--- src/rtl/fpmul_sched.sv ---
// rtl/fpmul_sched.sv - round-robin issue scheduler and result tagger for a shared pipelined multiplier
module fpmul_sched #(
    parameter int LAT  = 6,
    parameter int NREQ = 3,
    parameter int CW   = 4
) (
    input  logic            CLK,
    input  logic            RST_N,
    input  logic [NREQ-1:0] REQ,
    input  logic            HOLD,
    input  logic            FLUSH,
    output logic [NREQ-1:0] GNT,
    output logic            ISSUE,
    output logic [1:0]      SEL,
    output logic [NREQ-1:0] RES_VLD,
    output logic [CW-1:0]   INFLIGHT,
    output logic            BUSY
);

    // The RES_VLD register itself is the last tag stage, so only LAT-1 stages are kept here.
    localparam int TS = LAT - 1;

    logic [1:0]         ptr;
    logic [1:0]         ptr_nxt;
    logic [TS-1:0]      tag_vld;
    logic [TS-1:0][1:0] tag_idx;
    logic [NREQ-1:0]    res_nxt;
    logic [2:0]         sum;
    logic [1:0]         idx;
    logic               found;

    // Round-robin search starting at ptr; grants are masked by HOLD, FLUSH and reset.
    always_comb begin
        GNT   = '0;
        SEL   = '0;
        found = 1'b0;
        sum   = '0;
        idx   = '0;
        for (int k = 0; k < NREQ; k++) begin
            sum = {1'b0, ptr} + 3'(k);
            if (sum >= 3'(NREQ)) begin
                sum = sum - 3'(NREQ);
            end
            idx = sum[1:0];
            if (!found && REQ[idx]) begin
                found    = 1'b1;
                GNT[idx] = 1'b1;
                SEL      = idx;
            end
        end
        if (HOLD || FLUSH || !RST_N) begin
            GNT = '0;
            SEL = '0;
        end
    end

    assign ISSUE   = |GNT;
    assign BUSY    = (INFLIGHT != '0) || ISSUE;
    assign ptr_nxt = (SEL == 2'(NREQ - 1)) ? 2'd0 : SEL + 2'd1;

    always_comb begin
        res_nxt = '0;
        if (tag_vld[TS-1]) begin
            res_nxt[tag_idx[TS-1]] = 1'b1;
        end
    end

    always_ff @(posedge CLK or negedge RST_N) begin
        if (!RST_N) begin
            ptr <= '0;
        end else if (ISSUE) begin
            ptr <= ptr_nxt;
        end
    end

    always_ff @(posedge CLK or negedge RST_N) begin
        if (!RST_N) begin
            tag_vld <= '0;
            tag_idx <= '0;
            RES_VLD <= '0;
        end else begin
            tag_vld[0] <= ISSUE;
            tag_idx[0] <= SEL;
            for (int s = 1; s < TS; s++) begin
                tag_vld[s] <= tag_vld[s-1] & ~FLUSH;
                tag_idx[s] <= tag_idx[s-1];
            end
            RES_VLD <= FLUSH ? '0 : res_nxt;
        end
    end

    always_ff @(posedge CLK or negedge RST_N) begin
        if (!RST_N) begin
            INFLIGHT <= '0;
        end else if (FLUSH) begin
            INFLIGHT <= '0;
        end else begin
            case ({ISSUE, |RES_VLD})
                2'b10:   INFLIGHT <= INFLIGHT + CW'(1);
                2'b01:   INFLIGHT <= INFLIGHT - CW'(1);
                default: INFLIGHT <= INFLIGHT;
            endcase
        end
    end

endmodule

--- config.mk ---
export PLATFORM = sky130hd
export DESIGN_NAME = fpmul_sched
export DESIGN_NICKNAME = d
export VERILOG_FILES = /design/src/rtl/fpmul_sched.sv
export SDC_FILE = /design/constraint.sdc
export NUM_CORES = 1
export LEC_CHECK = 0
export CAP_MARGIN = 20
export CORE_MARGIN = 2
export CORE_UTILIZATION = 57
export DETAILED_ROUTE_END_ITERATION = 10
export HOLD_SLACK_MARGIN = 0.06
export PLACE_DENSITY = 0.84
export SLEW_MARGIN = 30
export SYNTH_ARGS = -nofsm -noshare
export SYNTH_HDL_FRONTEND = slang
export SYNTH_SLANG_ARGS = --single-unit
--- constraint.sdc ---
create_clock -name CLK -period 8.05 [get_ports CLK]
set_clock_uncertainty 0.05 [all_clocks]
set_input_delay 1.61 -clock CLK [delete_from_list [all_inputs] [get_ports CLK]]
set_output_delay 1.61 -clock CLK [all_outputs]
set_load 0.03 [all_outputs]
==> results by group <==
Run status
  – Status: complete, no violations

Timing
  – Final setup fails: 0
  – Final worst slack: 2.02 ns
  – Worst-Margin Slew: 0.721 ns
  – Period minus WS final: 6.03 ns
  – Peak Freq: between 0.15 and 0.2 GHz
  – Fin. max-slew vios: 0
  – Fin crit share: between 70 and 80%
  – Final TNS setup: 0 ns
  – Max transition margin: 51.6%
  – Hold Violations, Final: 0
  – RSZ-0062 raised after global routing: no

Finish
  – Fin cells: 182
  – Number of fill cells: around 170
  – Layout Nets: between 150 and 200
  – P&R area growth vs syn: 15.8%
  – Layout Utilization: just over 70%
  – # diodes: 0
  – Area of the multi-input gates: 727 um^2
  – Register area: between 600 and 700 um^2
  – Layout cells sized above 1: under 10%

Floorplan
  – Die Y: approximately 53 um
  – Core area: roughly 0.0023 mm^2
  – Top Ports: 21
  – Die width: roughly 53 um
  – Initial cell density of the core: 61.4%
  – Die ar.: between 0.002 and 0.003 mm^2
  – # rows: 17

Place
  – Routability Congestion: a little under 0.9
  – Port-buffer cells: 20
  – Setup WS pre-CTS: approximately 2.0 ns
  – Hpwl dp: about 2.1 mm
  – Number of placed cells counting well taps: 179

Power
  – Sequential share of power: 39.7%
  – Int Pwr: ~0.21 mW
  – Clk network pwr share: 13.9%
  – Net Sw Power: 0.133 mW
  – Power Density: 215 mW/mm^2
  – VDD IR max: about 0.19 mV
  – Net Sw Frac: between 30% and 40%
  – Lkg Pwr: 0.728 nW
  – Combinational power share: between 40% and 50%
  – Total Power: 0.345 mW

Detailed routing
  – Met3 WL: 194 um
  – DR top layer: met4
  – Final wirelength: between 2 and 3 mm
  – Per-cell routed wire length: approximately 15 um
  – Pre-antenna DRT Iters: 5
  – DR iter-0 viols: a little over 50
  – M1 WL: roughly 1.2 mm
  – # DRC: 0
  – Post-route ant nets: 0
  – Vias: approximately 1,100
  – DR WL met2: ~1.4 mm
  – Vias per Instance: 6.20

CTS
  – Setup bufs post-CTS: 0
  – Reg clk slew, reported paths: 0.11 ns
  – Clock tree buffer depth: 2
  – CTS H-tree depth: 1
  – Cts repair resizes: 0
  – CTS Root Cell: clkbuf_4
  – Clock buffer count from CTS: 3
  – Count of hold-fix buffers inserted at cts: 0
  – Clock latency on the worst-skew pair: approximately 0.3 ns
  – TritonCTS clock tree: done
  – Clock Sinks: 24

Global routing
  – First-pass GRT wire length: 4.71 mm
  – Vias in the first global route: roughly 1,100
  – Pin count of the biggest net entering global routing: 27
  – Total global routing overflow: 0
  – Tot GR Track Use: 23.2%
  – Initial antenna violation count: 0

Logic synthesis
  – Top cells by area, synth: dfrtp_1 43%, ha_1 5.4%, nand2_1 3.3%
  – Synth unique cells: 48
  – Syn avg cell area: roughly 10 um^2
  – Synth Net Count: 151
  – Post-synth EDFFs: 0
  – Count leader, synth: dfrtp_1
  – Synth Flop Type: dfrtp_1
  – Post-synth top cells: 24 x dfrtp_1, 12 x nand2_1, 10 x nor2_1
  – Synthesized cell area: between 0.001 and 0.0015 mm^2
  – Share of the synthesized area in the top cell type: 43.4%
  – YS warnings: 0
  – Synth Instances: between 100 and 150
  – Post-synth ARST share: 100%
  – Fraction of the yosys area taken by sequential cells: 43.4%
  – Flop and latch count out of synthesis: 24
  – Leading area contributor after synthesis: dfrtp_1

Worst setup path
  – Crit Path Category: in -> out
  – Slowest CP cell: clkdlybuf4s50_1
  – Crit path cell chain: clkdlybuf4s50_1, nor4bb_1, o21a_1, o41ai_2, a31oi_2, nor2_1, inv_1, clkdlybuf4s50_1
  – CP most frequent cell: clkdlybuf4s50_1
  – Max stage delay on crit path: 0.61 ns
  – Worst EP required: approximately 6.4 ns
  – Worst EP arrival: between 4 and 5 ns
  – CP top delay family: buffers and inverters
  – Buf/Inv on CP: 3
  – Crit end category: output port
  – Worst-path fanout max: 12
  – Startpoint Class: input port
  – R2R Setup Slk: around 4.2 ns

Min path
  – HP Class: reg -> reg

Run
  – Max-Cap Viols: 0
-- cells in the final DEF (no fill, tap or decap), types with 2 or more instances in the layout --
| cell | count |
|---|---|
| a211oi_1 | 2 |
| a21oi_1 | 6 |
| a22o_1 | 2 |
| clkbuf_4 | 3 |
| clkdlybuf4s50_1 | 19 |
| dfrtp_1 | 24 |
| ha_1 | 6 |
| inv_1 | 5 |
| mux2_2 | 2 |
| nand2_1 | 12 |
| nand2b_1 | 4 |
| nand3_1 | 2 |
| nor2_1 | 10 |
| nor2b_1 | 7 |
| nor3_1 | 2 |
| nor4bb_1 | 4 |
| o21a_1 | 2 |
| o21ai_0 | 4 |
| o21ai_1 | 5 |
| o32ai_1 | 2 |
| or3_1 | 3 |
| xnor2_1 | 2 |
-- worst reg2reg max path, delay by kind of cell (launching register included) --
family / cells / cell delay, ns
buf+inv: 1 / 0.08
flops: 1 / 0.39
mux: 1 / 0.31
simple gates: 3 / 0.70
compound gates: 6 / 1.41
fa+ha+maj: 2 / 0.77
-- layout make-up --
type                    count  area share [%]
inverters                   6            1.41
clock buffers               3            1.41
repair buffers             20            12.2
well taps                  28            2.19
flip-flops and latches     24            37.5
multi-input cells         101            45.4
-- flip-flops by register name, indices dropped and copies added, names as in the netlist --
register and cells:
ptr 2, RES_VLD 3, INFLIGHT 4, tag_vld 5, tag_idx 10
-- power groups by stage --
stage / registers [mW] / clock network, mW / logic [mW]
2_1_floorplan: 0.140 / 0 / 0.119
3_3_place_gp: 0.139 / 0 / 0.156
3_5_place_dp: 0.139 / 0 / 0.158
4_1_cts: 0.137 / 0.0505 / 0.159
5_1_grt: 0.138 / 0.0563 / 0.176
6_report: 0.137 / 0.0479 / 0.160
-- logic make-up after synthesis --
| kind of cell | count (synthesis) | share of synthesized area (%) |
|---|---|---|
| buffers and inverters | 12 | 4.07 |
| AND/OR/NAND/NOR | 53 | 22.5 |
| multiplexers | 3 | 2.71 |
| AO/OA/AOI/OAI | 36 | 19.2 |
| flip-flops | 24 | 43.4 |
| adder cells (fa/ha/maj) | 7 | 6.87 |
| XOR/XNOR | 2 | 1.27 |
-- path summary, 6_finish.rpt --
| check | from | endpoint | depth (start not counted) |
|---|---|---|---|
| hold / removal | tag_idx[7] | tag_idx[9] | 0 |
| hold reg to reg | tag_idx[7] | tag_idx[9] | 0 |
| setup reg to reg | ptr[0] | INFLIGHT[3] | 13 |
| setup / recovery | REQ[2] | ISSUE | 8 |
| min in group asynchronous | RST_N | INFLIGHT[3] | 1 |
| max in group asynchronous | RST_N | ptr[1] | 1 |
-- routing by layer --
metal | vias to the layer above | global-route usage [%]
li1 | 535 | -
met1 | 547 | 28.3
met2 | 42 | 39.9
met3 | 4 | 6.50
met4 | 0 | 5.98
met5 | - | 0
-- metrics by stage --
step | hold WS (ns) | instance area [um^2]
3_3_place_gp | 0.284 | 1590
3_5_place_dp | 0.286 | 1580
4_1_cts | 0.307 | 1600
5_1_grt | 0.314 | 1600
6_report | 0.308 | 1600
2_1_floorplan | 0.281 | 1380
No activity file was read; power rests on OpenSTA's default activity.
